==> src/rtl/fft_pkg.sv <==
// Shared constants and state encoding for the FFT output-side blocks.
package fft_pkg;

    localparam int FFT_N_PTS = 8192;
    localparam int FFT_BIN_W = 13;
    localparam int FFT_EXP_W = 6;

    typedef enum logic {
        S_IDLE,
        S_FRAME
    } fft_state_e;

endpackage

==> src/rtl/fft_mag_l1.sv <==
// Combinational L1 magnitude |re|+|im| of one complex bin, full precision.
module fft_mag_l1 #(
    parameter int DATA_W = 16
) (
    input  logic signed [DATA_W-1:0] re,
    input  logic signed [DATA_W-1:0] im,
    output logic        [DATA_W:0]   mag
);

    logic [DATA_W:0] re_ext;
    logic [DATA_W:0] im_ext;
    logic [DATA_W:0] re_abs;
    logic [DATA_W:0] im_abs;

    // One extra bit lets the most negative input negate without saturating.
    always_comb begin
        re_ext = {re[DATA_W-1], re};
        im_ext = {im[DATA_W-1], im};
        re_abs = re[DATA_W-1] ? (~re_ext + 1'b1) : re_ext;
        im_abs = im[DATA_W-1] ? (~im_ext + 1'b1) : im_ext;
        mag    = re_abs + im_abs;
    end

endmodule

==> src/rtl/fft_peak_detector.sv <==
// Streaming FFT sink: finds the strongest positive-frequency bin of each frame
// and offers bin, magnitude and block exponent on a valid/ready result port.
module fft_peak_detector
    import fft_pkg::*;
#(
    parameter int N_PTS      = FFT_N_PTS,
    parameter int DATA_W     = 16,
    parameter int BIN_W      = FFT_BIN_W,
    parameter int MIN_BIN    = 1,
    parameter int MAG_THRESH = 0
) (
    input  logic                     clk,
    input  logic                     reset_n,
    input  logic                     source_valid,
    output logic                     source_ready,
    input  logic                     source_sop,
    input  logic                     source_eop,
    input  logic [1:0]               source_error,
    input  logic signed [DATA_W-1:0] source_real,
    input  logic signed [DATA_W-1:0] source_imag,
    input  logic [FFT_EXP_W-1:0]     source_exp,
    output logic [BIN_W-1:0]         peak_bin,
    output logic [DATA_W:0]          peak_mag,
    output logic [FFT_EXP_W-1:0]     peak_exp,
    output logic                     peak_found,
    output logic                     frame_err,
    output logic                     result_valid,
    input  logic                     result_ready
);

    localparam logic [BIN_W-1:0] LAST_IDX = BIN_W'(N_PTS - 1);
    localparam logic [BIN_W-1:0] HALF_IDX = BIN_W'(N_PTS / 2 - 1);
    localparam logic [BIN_W-1:0] MIN_IDX  = BIN_W'(MIN_BIN);
    localparam logic [DATA_W:0]  THRESH   = (DATA_W + 1)'(MAG_THRESH);

    fft_state_e           state;
    fft_state_e           state_nxt;
    logic [BIN_W-1:0]     bin_idx;
    logic [BIN_W-1:0]     bin_idx_nxt;
    logic [BIN_W-1:0]     cur_idx;
    logic [DATA_W:0]      mag;
    logic [DATA_W:0]      best_mag;
    logic [DATA_W:0]      best_mag_nxt;
    logic [DATA_W:0]      base_mag;
    logic [BIN_W-1:0]     best_bin;
    logic [BIN_W-1:0]     best_bin_nxt;
    logic [BIN_W-1:0]     base_bin;
    logic                 found;
    logic                 found_nxt;
    logic                 base_found;
    logic                 err;
    logic                 err_nxt;
    logic                 base_err;
    logic                 ovf;
    logic                 ovf_nxt;
    logic                 base_ovf;
    logic                 wrap;
    logic [FFT_EXP_W-1:0] exp_lat;
    logic [FFT_EXP_W-1:0] exp_nxt;
    logic                 accept;
    logic                 start;
    logic                 eligible;
    logic                 load_result;

    fft_mag_l1 #(
        .DATA_W(DATA_W)
    ) u_mag (
        .re (source_real),
        .im (source_imag),
        .mag(mag)
    );

    // Held low during reset; otherwise stalls only while an unread result waits.
    assign source_ready = reset_n && (!result_valid || result_ready);

    // A sop beat restarts the accumulators from scratch in either state, so the
    // beat is evaluated against fresh "base" values instead of the registers.
    always_comb begin
        accept       = source_valid && source_ready;
        start        = accept && source_sop;
        cur_idx      = start ? '0 : bin_idx;
        base_mag     = start ? '0 : best_mag;
        base_bin     = start ? '0 : best_bin;
        base_found   = start ? 1'b0 : found;
        base_err     = start ? 1'b0 : err;
        base_ovf     = start ? 1'b0 : ovf;
        exp_nxt      = start ? source_exp : exp_lat;
        wrap         = (cur_idx == LAST_IDX) && !source_eop;
        eligible     = !base_ovf && (cur_idx >= MIN_IDX) && (cur_idx <= HALF_IDX)
                       && (mag > THRESH);
        state_nxt    = state;
        bin_idx_nxt  = bin_idx;
        best_mag_nxt = best_mag;
        best_bin_nxt = best_bin;
        found_nxt    = found;
        err_nxt      = err;
        ovf_nxt      = ovf;
        load_result  = 1'b0;
        if (accept && (start || state == S_FRAME)) begin
            if (eligible && (mag > base_mag)) begin
                best_mag_nxt = mag;
                best_bin_nxt = cur_idx;
            end else begin
                best_mag_nxt = base_mag;
                best_bin_nxt = base_bin;
            end
            found_nxt   = base_found | eligible;
            err_nxt     = base_err | (source_error != 2'b00) | wrap;
            ovf_nxt     = base_ovf | wrap;
            bin_idx_nxt = cur_idx + 1'b1;
            if (source_eop) begin
                load_result = 1'b1;
                state_nxt   = S_IDLE;
            end else begin
                state_nxt = S_FRAME;
            end
        end
    end

    // Frame accumulators.
    always_ff @(posedge clk or negedge reset_n) begin
        if (!reset_n) begin
            state    <= S_IDLE;
            bin_idx  <= '0;
            best_mag <= '0;
            best_bin <= '0;
            found    <= 1'b0;
            err      <= 1'b0;
            ovf      <= 1'b0;
            exp_lat  <= '0;
        end else begin
            state    <= state_nxt;
            bin_idx  <= bin_idx_nxt;
            best_mag <= best_mag_nxt;
            best_bin <= best_bin_nxt;
            found    <= found_nxt;
            err      <= err_nxt;
            ovf      <= ovf_nxt;
            exp_lat  <= exp_nxt;
        end
    end

    // Result port: a load can only happen when the previous result is gone or
    // being taken this cycle, so nothing unread is ever overwritten.
    always_ff @(posedge clk or negedge reset_n) begin
        if (!reset_n) begin
            peak_bin     <= '0;
            peak_mag     <= '0;
            peak_exp     <= '0;
            peak_found   <= 1'b0;
            frame_err    <= 1'b0;
            result_valid <= 1'b0;
        end else if (load_result) begin
            peak_bin     <= best_bin_nxt;
            peak_mag     <= best_mag_nxt;
            peak_exp     <= exp_nxt;
            peak_found   <= found_nxt;
            frame_err    <= err_nxt || (cur_idx != LAST_IDX);
            result_valid <= 1'b1;
        end else if (result_ready) begin
            result_valid <= 1'b0;
        end
    end

endmodule

==> config.mk <==
export PLATFORM = sky130hd
export DESIGN_NAME = fft_peak_detector
export DESIGN_NICKNAME = d
export VERILOG_FILES = /design/src/rtl/fft_pkg.sv /design/src/rtl/fft_mag_l1.sv /design/src/rtl/fft_peak_detector.sv
export SDC_FILE = /design/constraint.sdc
export NUM_CORES = 1
export LEC_CHECK = 0
export BUFFER_PORTS_ARGS = -buffer_cell sky130_fd_sc_hd__buf_2
export CORE_MARGIN = 2
export CORE_UTILIZATION = 45
export CTS_CLUSTER_DIAMETER = 50
export CTS_CLUSTER_SIZE = 10
export DETAILED_ROUTE_END_ITERATION = 16
export HOLD_SLACK_MARGIN = 0.06
export PLACE_DENSITY = 0.72
export SYNTH_ARGS = -nofsm -noshare
export SYNTH_HDL_FRONTEND = slang
export SYNTH_SLANG_ARGS = --single-unit
==> constraint.sdc <==
create_clock -name clk -period 7.26 [get_ports clk]
set_input_delay 1.452 -clock clk [delete_from_list [all_inputs] [get_ports clk]]
set_output_delay 1.452 -clock clk [all_outputs]
set_load 0.05 [all_outputs]
==> metrics.md, run 1 <==
| Metric | Value |
|---|---|
| Status | `finished clean` |
| Area delta synth->final | `13.4%` |
| Leak | `3.31 nW` |
| Max Slew Vio Count | `0` |
| Cts hold-fix bufs | `0` |
| GRT Overall Usage | `20.8%` |
| DR pass1 iterations | `4` |
| Critical path peak fanout | `17` |
| Area of the mapped netlist | `6290 µm²` |
| Fmax | `0.162 GHz` |
| Via count | `5301` |
| Worst Reg2Reg Path Length in Cells | `16` |
| Setup Fix Bufs, Post-CTS | `0` |
| Sequential area share after synthesis | `36.6%` |
| Pre-CTS setup slack | `0.734 ns` |
| EDFF count, synth | `0` |
| FF-to-FF setup slack | `3.80 ns` |
| Worst Skew | `0.00621 ns` |
| Die Wd | `122 µm` |
| Initial antenna violation count | `0` |
| Min Tclk post-route | `6.18 ns` |
| Post-synthesis cell count | `705` |
| Total negative setup slack | `0 ns` |
| Die height | `122 µm` |
| Post-DP HPWL | `10700 µm` |
| Via/cell ratio | `5.55` |
| Drt total wl | `14900 µm` |
| DR WL/cell | `15.6 µm` |
| Levels on crit path | `23` |
| VDD IR max | `0.193 mV` |
| # clock sinks | `92` |
| Final core occ | `51.8%` |
| IO Count | `86` |
| Ant diodes | `0` |
| First-pass GRT wire length | `25000 µm` |
| CP delay by family, top | `compound AO/OA/AOI/OAI gates` |
| Critical path class | `input port to flip-flop` |
| Number of buffers created by CTS | `9` |
| Mapped Nets | `789` |
| Fin crit share | `85.1%` |
| Grt ovf | `0` |
| Initial DRC count | `339` |
| Port Buffers | `85` |
| Delay of the slowest critical-path stage | `0.41 ns` |
| Crit-path cells | `buf_2 -> nor3_1 -> nand3_1 -> or3_1 -> or3_1 -> o31ai_1 -> xnor2_1 -> ha_1 -> a21oi_1 -> a21boi_0 -> a311oi_2 -> o21ai_0 -> xnor2_1 -> inv_1 -> ha_1 -> a21o_1 -> a21oi_1 -> nand2_1 -> o21ai_0 -> nand2b_1 -> nor2_2 -> buf_4 -> a221o_1` |
| Post-synth top area share | `36.6%` |
| Fillers | `1305` |
| CTS tree | `built` |
| Commonest cells post-synth | `nand2_1 (124), dfrtp_1 (92), ha_1 (37)` |
| Worst Setup SP | `source_real[2]` |
| Die ar. | `14900 µm²` |
| Yosys warning count | `0` |
| Rows | `43` |
| Cell Pwr Density | `343 nW/µm²` |
| Slowest cell on crit path | `or3_1` |
| Syn Area/Cell | `8.93 µm²` |
| GPL Wtd Cong | `0.847` |
| Clk slew on worst S/H paths | `0.07 ns` |
| Clock Tree Root | `clkbuf_16` |
| Share of cells above drive strength 1 | `20.3%` |
| Final worst slack | `1.08 ns` |
| Crit. End Element | `flip-flop` |
| DRC viols | `0` |
| Hold Vio Cnt, Final | `0` |
| Htree depth | `3` |
| Worst flop-to-flop path endpoint | `peak_bin[1]` |
| Unrepaired setup endpoints after global routing | `no` |
| CTS max path bufs | `2` |
| Yosys reg bits | `92` |
| Worst-Margin Slew | `0.721 ns` |
| Worst-Skew Late Latency | `0.34 ns` |
| Worst r2r src | `result_valid` |
| Ys flop type | `dfrtp_1` |
| Tot Pwr | `0.00245 W` |
| Post-synth cell types | `69` |
| WP buf/inv | `3` |
| CP required | `7.49 ns` |
| Synth async-reset ratio | `100%` |
| Core Area | `13800 µm²` |
| Synth area leaders | `dfrtp_1 (37%), nand2_1 (7.4%), ha_1 (7.4%)` |
| Largest net degree at the start of global routing | `53` |
| Max_cap viols | `0` |
| Critical path arrival | `6.41 ns` |
| # nets final | `854` |
| Most frequent cell after synthesis | `nand2_1` |
| Startpoint Class | `input port` |
| CTS resizes | `0` |
| Via count of the first global-routing pass | `5202` |
| Final Setup Violations | `0` |
| Max transition margin | `51.9%` |
| Area leader, netlist | `dfrtp_1` |
| Initial Utilization | `45.7%` |
| End of the critical path | `peak_bin[1]` |
| Hold Crit Class | `flip-flop to flip-flop` |
| Antenna violation net count after detailed routing | `0` |
-- placed cells by master (no fill, tap or decap), types with 13 or more instances in the layout --
cell type,n
nand2_1,124
dfrtp_1,92
buf_2,84
ha_1,37
a21oi_1,36
nor2_1,29
xnor2_1,29
o21ai_0,26
nand4_1,23
nand3_1,23
inv_1,22
a221o_1,18
xor2_1,17
and2_1,14
a21o_1,13
-- flip-flops by register name, summed over array words and instances (netlist names) --
signal / flops
best_bin: 13
best_mag: 17
bin_idx: 13
err: 1
exp_lat: 6
found: 1
frame_err: 1
ovf: 1
peak_bin: 13
peak_exp: 6
peak_found: 1
peak_mag: 17
result_valid: 1
state: 1
-- power breakdown --
group          switching [W]  internal [W]  total, W
clock               0.000205      0.000269  0.000473
combinational       0.000845      0.000399   0.00124
sequential         0.0000817      0.000648  0.000730
total                0.00113       0.00132   0.00245
-- routing by layer --
layer / wire, µm / up-vias / global-route usage, %
li1: - / 2650 / -
met1: 6830 / 2527 / 27.3
met2: 7290 / 107 / 35.5
met3: 580 / 17 / 3.67
met4: 206 / 0 / 5.46
met5: 0 / - / 0
-- how the worst min path moves through the flow --
stage / endpoint / slack, ns / startpoint / depth (start not counted)
after detailed placement: exp_lat[3] / 0.46 / exp_lat[3] / 2
after global routing: exp_lat[3] / 0.49 / exp_lat[3] / 2
after floorplan: exp_lat[0] / 0.44 / exp_lat[0] / 2
after global placement: exp_lat[1] / 0.45 / exp_lat[1] / 2
after CTS: exp_lat[5] / 0.47 / exp_lat[5] / 2
final: exp_lat[5] / 0.47 / exp_lat[5] / 2
-- metrics by stage --
| step | instance area [µm²] | std cells | hold slack (ns) |
|---|---|---|---|
| 2_1_floorplan | 6290 | 705 | 0.436 |
| 3_3_place_gp | 6840 | 939 | 0.449 |
| 3_5_place_dp | 6840 | 939 | 0.457 |
| 4_1_cts | 7140 | 955 | 0.474 |
| 5_1_grt | 7140 | 955 | 0.494 |
| 6_report | 7140 | 955 | 0.471 |
-- cells by family after synthesis --
logic type	Yosys count	synth area share, %
flops	92	36.6
simple gates	278	21.8
buf+inv	66	4.67
xor+xnor	48	6.92
mux	21	3.52
compound gates	162	18.8
fa+ha+maj	38	7.68
-- area by class of cell --
cell class	instances	area (µm²)	share of cell area [%]
clock buffer	9	225	3.16
clock inverter	7	73.8	1.03
inverter	24	90.1	1.26
multi-input combinational	547	3710	52.0
sequential	92	2300	32.3
tap	180	225	3.16
timing repair buffer	96	510	7.15
-- worst reg2reg max path, stage by stage, from the launching register on --
cell and delay [ns]:
dfrtp_1 0.35, nand2b_1 0.09, and2_1 0.21, nand3_2 0.09
buf_4 0.37, nand2_1 0.19, ha_1 0.32, nor2b_1 0.13
o21ai_0 0.14, a21oi_1 0.09, o21ai_0 0.18, a21oi_1 0.08
o21ai_0 0.26, nand2b_1 0.25, nor2_2 0.07, buf_4 0.20
a221o_1 0.35
(Power assumes the default switching activity.)
==> inputs of run 2 (changes only) <==
- CELL_PAD_IN_SITES_DETAIL_PLACEMENT: not set -> 1
- CELL_PAD_IN_SITES_GLOBAL_PLACEMENT: not set -> 1
- PLACE_DENSITY: 0.72 -> 0.89
- clock period: 7.26 -> 6.7 ns (I/O delays scaled with it)
==> run 2 against run 1 <==
  * Clock skew rose by 0.00088 ns
  * Final area rose by 0.81%
  * Global-route usage increased by 5.7 points
  * Wire length grew 28%
  * Count of clock-buffer cells in the layout grew 1
  * Non-clock buffer count is 1 higher
  * Setup slack worse by 0.63 ns
  * Critical path type unchanged
  * Hold slack better by 0.0096 ns
  * Combinational power up 19%
  * Final cell count unchanged
==> metrics.md, run 2 (synthesis results as in run 1) <==
| Metric | Value |
|---|---|
| Clock Tree Root | `clkbuf_16` |
| Via count of the first global-routing pass | `6251` |
| Switching Share | `47.1%` |
| # clock sinks | `92` |
| Setup Fix Bufs, Post-CTS | `0` |
| Total negative setup slack | `0 ns` |
| Largest net degree at the start of global routing | `54` |
| Clk slew on worst S/H paths | `0.07 ns` |
| Htree depth | `3` |
| Status | `finished clean` |
| Biggest regs | `best_mag (17), peak_mag (17)` |
| CTS max path bufs | `2` |
| Worst-Skew Late Latency | `0.35 ns` |
| Commonest cells after routing, fill and taps aside | `nand2_1 (124), dfrtp_1 (92), buf_2 (84)` |
| Cell Pwr Density | `395 nW/µm²` |
| Placed Instances | `940` |
| Ant diodes | `0` |
| VDD IR max | `0.197 mV` |
| Unrepaired setup endpoints after global routing | `no` |
| Cts hold-fix bufs | `0` |
| Post-DP HPWL | `14000 µm` |
| Commonest non-fill, non-tap cell in the layout | `nand2_1` |
| GRT Overall Usage | `26.5%` |
| CTS tree | `built` |
| Seq pwr share | `28.3%` |
| Max transition margin | `15.9%` |
| Pre-CTS setup slack | `0.0749 ns` |
| Sw power | `0.00134 W` |
| Combinational share of power | `51.9%` |
| DR WL/cell | `20.0 µm` |
| Die ar. | `14900 µm²` |
| Via/cell ratio | `5.98` |
| Port Buffers | `85` |
| Clock share of power | `19.8%` |
| Initial Utilization | `45.7%` |
| Non-filler instance count after layout | `955` |
| Max_cap viols | `0` |
| Die Wd | `122 µm` |
| Initial antenna violation count | `0` |
| Crit. End Element | `flip-flop` |
| CTS resizes | `0` |
| First-pass GRT wire length | `31200 µm` |
| Antenna violation net count after detailed routing | `0` |
| DR pass1 iterations | `4` |
| Die height | `122 µm` |
| Worst Skew | `0.00709 ns` |
| Min Tclk post-route | `6.25 ns` |
| P_int | `0.00150 W` |
| # nets final | `855` |
| Leak | `3.32 nW` |
| FF-to-FF setup slack | `2.49 ns` |
| Share of cells above drive strength 1 | `20.4%` |
| Final Setup Violations | `0` |
| Via count | `5714` |
| Grt ovf | `0` |
| Fin crit share | `93.4%` |
| Startpoint Class | `input port` |
| Rows | `43` |
| Max Slew Vio Count | `0` |
| Number of buffers created by CTS | `9` |
| Drt total wl | `19100 µm` |
| Fmax | `0.160 GHz` |
| CP required | `6.93 ns` |
| Worst-Margin Slew | `1.26 ns` |
| Critical path arrival | `6.48 ns` |
| GPL Wtd Cong | `0.896` |
| Area delta synth->final | `14.3%` |
| Hold Vio Cnt, Final | `0` |
| Core Area | `13800 µm²` |
| IO Count | `86` |
| Critical path peak fanout | `24` |
| DRC viols | `0` |
| Critical path class | `input port to flip-flop` |
| Final worst slack | `0.445 ns` |
| Initial DRC count | `316` |
| Hold Crit Class | `flip-flop to flip-flop` |
## run 2: changes by cell type in the layout (fill, tap and decap cells not counted)
cell	before	now
clkinv_2	2	0
ha_1	37	36
inv_6	2	1
buf_12	0	1
ha_2	0	1
a311oi_2	1	0
clkinvlp_4	1	2
bufinv_16	1	2
clkinv_4	1	0
clkbuf_8	0	1
a311oi_4	0	1
## run 2: path summary, 6_finish.rpt
kind / startpoint / end / depth (start not counted)
max: source_real[2] / peak_bin[0] / 23
min: exp_lat[0] / exp_lat[0] / 2
max reg2reg: result_valid / peak_bin[0] / 15
min reg2reg: exp_lat[0] / exp_lat[0] / 2
max in group asynchronous: reset_n / peak_mag[14] / 2
min in group asynchronous: reset_n / peak_bin[1] / 1
## run 2: through the flow
| stage | util [%] | cell area (µm²) | total power (W) | hold slack, ns |
|---|---|---|---|---|
| after global routing | 52.2 | 7190 | 0.00300 | 0.515 |
| after global placement | 49.8 | 6860 | 0.00215 | 0.451 |
| after CTS | 52.1 | 7180 | 0.00283 | 0.484 |
| after floorplan | - | 6290 | 0.00183 | 0.436 |
| final | 52.2 | 7190 | 0.00284 | 0.481 |
| after detailed placement | 49.8 | 6860 | 0.00224 | 0.468 |
## run 2: critical path, stage by stage
cell and delay, ns:
buf_2 0.13, nor3_1 0.26, nand3_1 0.15, or3_1 0.39
or3_1 0.42, o31ai_1 0.29, xnor2_1 0.11, ha_2 0.42
and3_1 0.27, nand2_1 0.09, o21ai_2 0.20, xnor2_1 0.17
inv_1 0.10, ha_1 0.33, a21o_1 0.19, a21o_1 0.17
a21oi_1 0.18, nand2_1 0.07, o21ai_0 0.27, nand2b_1 0.26
nor2_2 0.13, buf_12 0.19, a221o_1 0.34
## run 2: layer usage
layer  global-route usage [%]  up-vias  part of all wire [%]
met5                        0        -                     0
met4                     13.0        0                   4.0
met3                     4.23       66                   3.5
met2                     47.5      139                    52
met1                     30.6     2858                    40
li1                         -     2651                     -
## run 2: area by class of cell
type / count / area [µm²]
clock buffer: 10 / 239
clock inverter: 5 / 83.8
fill: 1633 / 6580
inverter: 24 / 90.1
multi-input combinational: 547 / 3720
sequential: 92 / 2300
tap: 180 / 225
timing repair buffer: 97 / 531
## run 2: power groups by stage
stage               clock (W)  sequential [W]  combinational (W)
finish               0.000562        0.000804            0.00147
floorplan                   0         0.00102           0.000808
detailed placement          0        0.000806            0.00143
global route         0.000591        0.000819            0.00159
CTS                  0.000566        0.000802            0.00146
global placement            0        0.000793            0.00136
==> inputs of run 3 (changes only) <==
- ABC_AREA: not set -> 1
- CORE_UTILIZATION: 45 -> 42
- PLACE_DENSITY: 0.89 -> 0.88
==> run 3 against run 2 <==
  * Final area increased by 6.2%
  * Synthesized area up 7.7%
  * Hold slack lost 0.0057 ns
  * Final cell count increased by 35%
  * Synthesized cell count rose by 42%
  * First-iteration DRC count rose by 23%
  * Count of clock-buffer cells in the layout fell by 1
  * Global-route usage down 2.0 points
  * Wire length rose by 4.8%
  * Clock power down 5.2%
  * Sequential power is 0.5% lower
  * Critical path type unchanged
  * Highest routed layer unchanged
==> metrics.md, run 3 <==
| Metric | Value |
|---|---|
| Met2 usage | `45.0%` |
| Via/cell ratio | `5.17` |
| Via count of the first global-routing pass | `7055` |
| Rows | `46` |
| DR pass1 iterations | `4` |
| Largest net degree at the start of global routing | `78` |
| Grt ovf | `0` |
| DR WL/cell | `15.5 µm` |
| Worst Reg2Reg Path Length in Cells | `17` |
| First-pass GRT wire length | `33500 µm` |
| Clk slew on worst S/H paths | `0.07 ns` |
| Most frequent cell after synthesis | `nand2_1` |
| Synth async-reset ratio | `100%` |
| Compound-Gate Fraction of Synth Area | `3.93%` |
| Post-synth top area share | `34.0%` |
| Hold Crit Depth | `2` |
| Drt total wl | `20000 µm` |
| Fillers | `2150` |
| Core Area | `15800 µm²` |
| Critical path arrival | `6.31 ns` |
| CTS tree | `built` |
| Fin crit share | `90.6%` |
| Cell Pwr Density | `377 nW/µm²` |
| Biggest regs | `best_mag (17), peak_mag (17)` |
| Post-synth cell types | `38` |
| Max transition margin | `25.9%` |
| # nets final | `1154` |
| Die height | `131 µm` |
| XOR/XNOR Fraction of Synth Area | `5.04%` |
| Commonest non-fill, non-tap cell in the layout | `nand2_1` |
| CP required | `6.94 ns` |
| Cell area after layout | `7640 µm²` |
| EDFF count, synth | `0` |
| Hold Slack | `0.475 ns` |
| VDD IR max | `0.152 mV` |
| GPL Wtd Cong | `0.888` |
| Sequential area share after synthesis | `34.0%` |
| Port Buffers | `85` |
| Ant diodes | `0` |
| Worst-Margin Slew | `1.11 ns` |
| Worst-Skew Late Latency | `0.36 ns` |
| Max Slew Vio Count | `0` |
| Initial antenna violation count | `0` |
| Hold Crit Class | `flip-flop to flip-flop` |
| Met3 Use GR | `3.42%` |
| Yosys warning count | `0` |
| Via count | `6673` |
| Max_cap viols | `0` |
| Worst Skew | `0.0123 ns` |
| Post-synthesis cell count | `1003` |
| Startpoint Class | `input port` |
| Final Setup Violations | `0` |
| Initial Utilization | `42.8%` |
| Initial DRC count | `389` |
| Critical path peak fanout | `14` |
| Setup Fix Bufs, Post-CTS | `0` |
| Syn Area/Cell | `6.76 µm²` |
| Status | `finished clean` |
| Mux contribution to synthesized area | `0%` |
| Total negative setup slack | `0 ns` |
| Antenna violation net count after detailed routing | `0` |
| Commonest cells post-synth | `nand2_1 (412), inv_1 (130), dfrtp_1 (92)` |
| WP buf/inv | `7` |
| CP most frequent cell | `inv_1` |
| Yosys reg bits | `92` |
| Area of the mapped netlist | `6780 µm²` |
| Pre-CTS setup slack | `0.309 ns` |
| Crit. End Element | `flip-flop` |
| Leak | `4.51 nW` |
| Met1 usage | `29.8%` |
| Die ar. | `17200 µm²` |
| IO Count | `86` |
| Min Tclk post-route | `6.07 ns` |
| Mapped Nets | `1087` |
| Largest family of logic cells by synthesized area | `simple AND/OR/NAND/NOR gates` |
| Slowest cell on crit path | `o31ai_1` |
| Commonest cells after routing, fill and taps aside | `nand2_1 (411), inv_1 (130), dfrtp_1 (92)` |
| DRC viols | `0` |
| Cts hold-fix bufs | `0` |
| Fmax | `0.165 GHz` |
| Ys flop type | `dfrtp_1` |
| CP delay by family, top | `simple AND/OR/NAND/NOR gates` |
| Area delta synth->final | `12.8%` |
| Synth area leaders | `dfrtp_1 (34%), nand2_1 (23%), inv_1 (7.2%)` |
| Placed cell areas | `7340 µm²` |
| Number of buffers created by CTS | `9` |
| GRT busiest layer | `met2` |
| CTS max path bufs | `2` |
| Htree depth | `3` |
| Hold Vio Cnt, Final | `0` |
| Post-DP HPWL | `14300 µm` |
| GRT Overall Usage | `24.5%` |
| Area leader, netlist | `dfrtp_1` |
| Final worst slack | `0.630 ns` |
| Synth Area in Simple Gates | `39.6%` |
| Die Wd | `131 µm` |
| Clock Tree Root | `clkbuf_16` |
| Levels on crit path | `29` |
| Unrepaired setup endpoints after global routing | `no` |
| Critical path class | `input port to flip-flop` |
| Delay of the slowest critical-path stage | `0.42 ns` |
| Post-Synth Adder-Cell Area | `7.13%` |
| CTS resizes | `0` |
| # clock sinks | `92` |
| Share of cells above drive strength 1 | `13.1%` |
run 3: per-stage QoR:
step	total power, W	std cells	utilization, %
global placement	0.00228	1275	46.4
CTS	0.00290	1290	48.3
detailed placement	0.00234	1275	46.4
global route	0.00310	1290	48.3
finish	0.00288	1290	48.3
floorplan	0.00194	1003	-
run 3: worst register-to-register path, delay by kind of cell, from the launching register on:
kind / cells / cell delay (ns)
and+or+nand+nor: 13 / 2.37
DFF: 1 / 0.36
buffers and inverters: 4 / 0.80
run 3: routing by layer:
metal	vias to the layer above	share of wire, %
met5	-	0
li1	3267	-
met3	25	2.8
met2	98	52
met1	3283	43
met4	0	1.6
run 3: layout make-up:
cell class,instances,area [µm²],share of cell area (%)
inverter,133,499,6.53
sequential,92,2300,30.1
clock buffer,9,225,2.95
multi-input combinational,740,3780,49.4
timing repair buffer,94,495,6.48
clock inverter,6,72.6,0.950
tap,216,270,3.54
run 3: power by group:
group / switching (W) / total, W / internal, W
Clock: 0.000242 / 0.000533 / 0.000291
Combinational: 0.00111 / 0.00155 / 0.000439
Sequential: 0.0000901 / 0.000800 / 0.000710
run 3: worst paths after layout:
kind,start,to,slack (ns)
max in group asynchronous,reset_n,best_mag[10],4.60
worst min register to register,peak_mag[2],peak_mag[2],0.48
worst max register to register,result_valid,peak_mag[13],3.06
worst max-delay path,source_imag[1],peak_mag[13],0.63
worst min-delay path,peak_mag[2],peak_mag[2],0.48
min in group asynchronous,reset_n,best_mag[16],0.85
run 3: logic make-up after synthesis:
kind of cell / count (synthesis)
adders and majority gates: 38
xor gates and xnor gates: 39
and+or+nand+nor: 615
buffers and inverters: 171
DFF: 92
AOI/OAI and AO/OA: 48
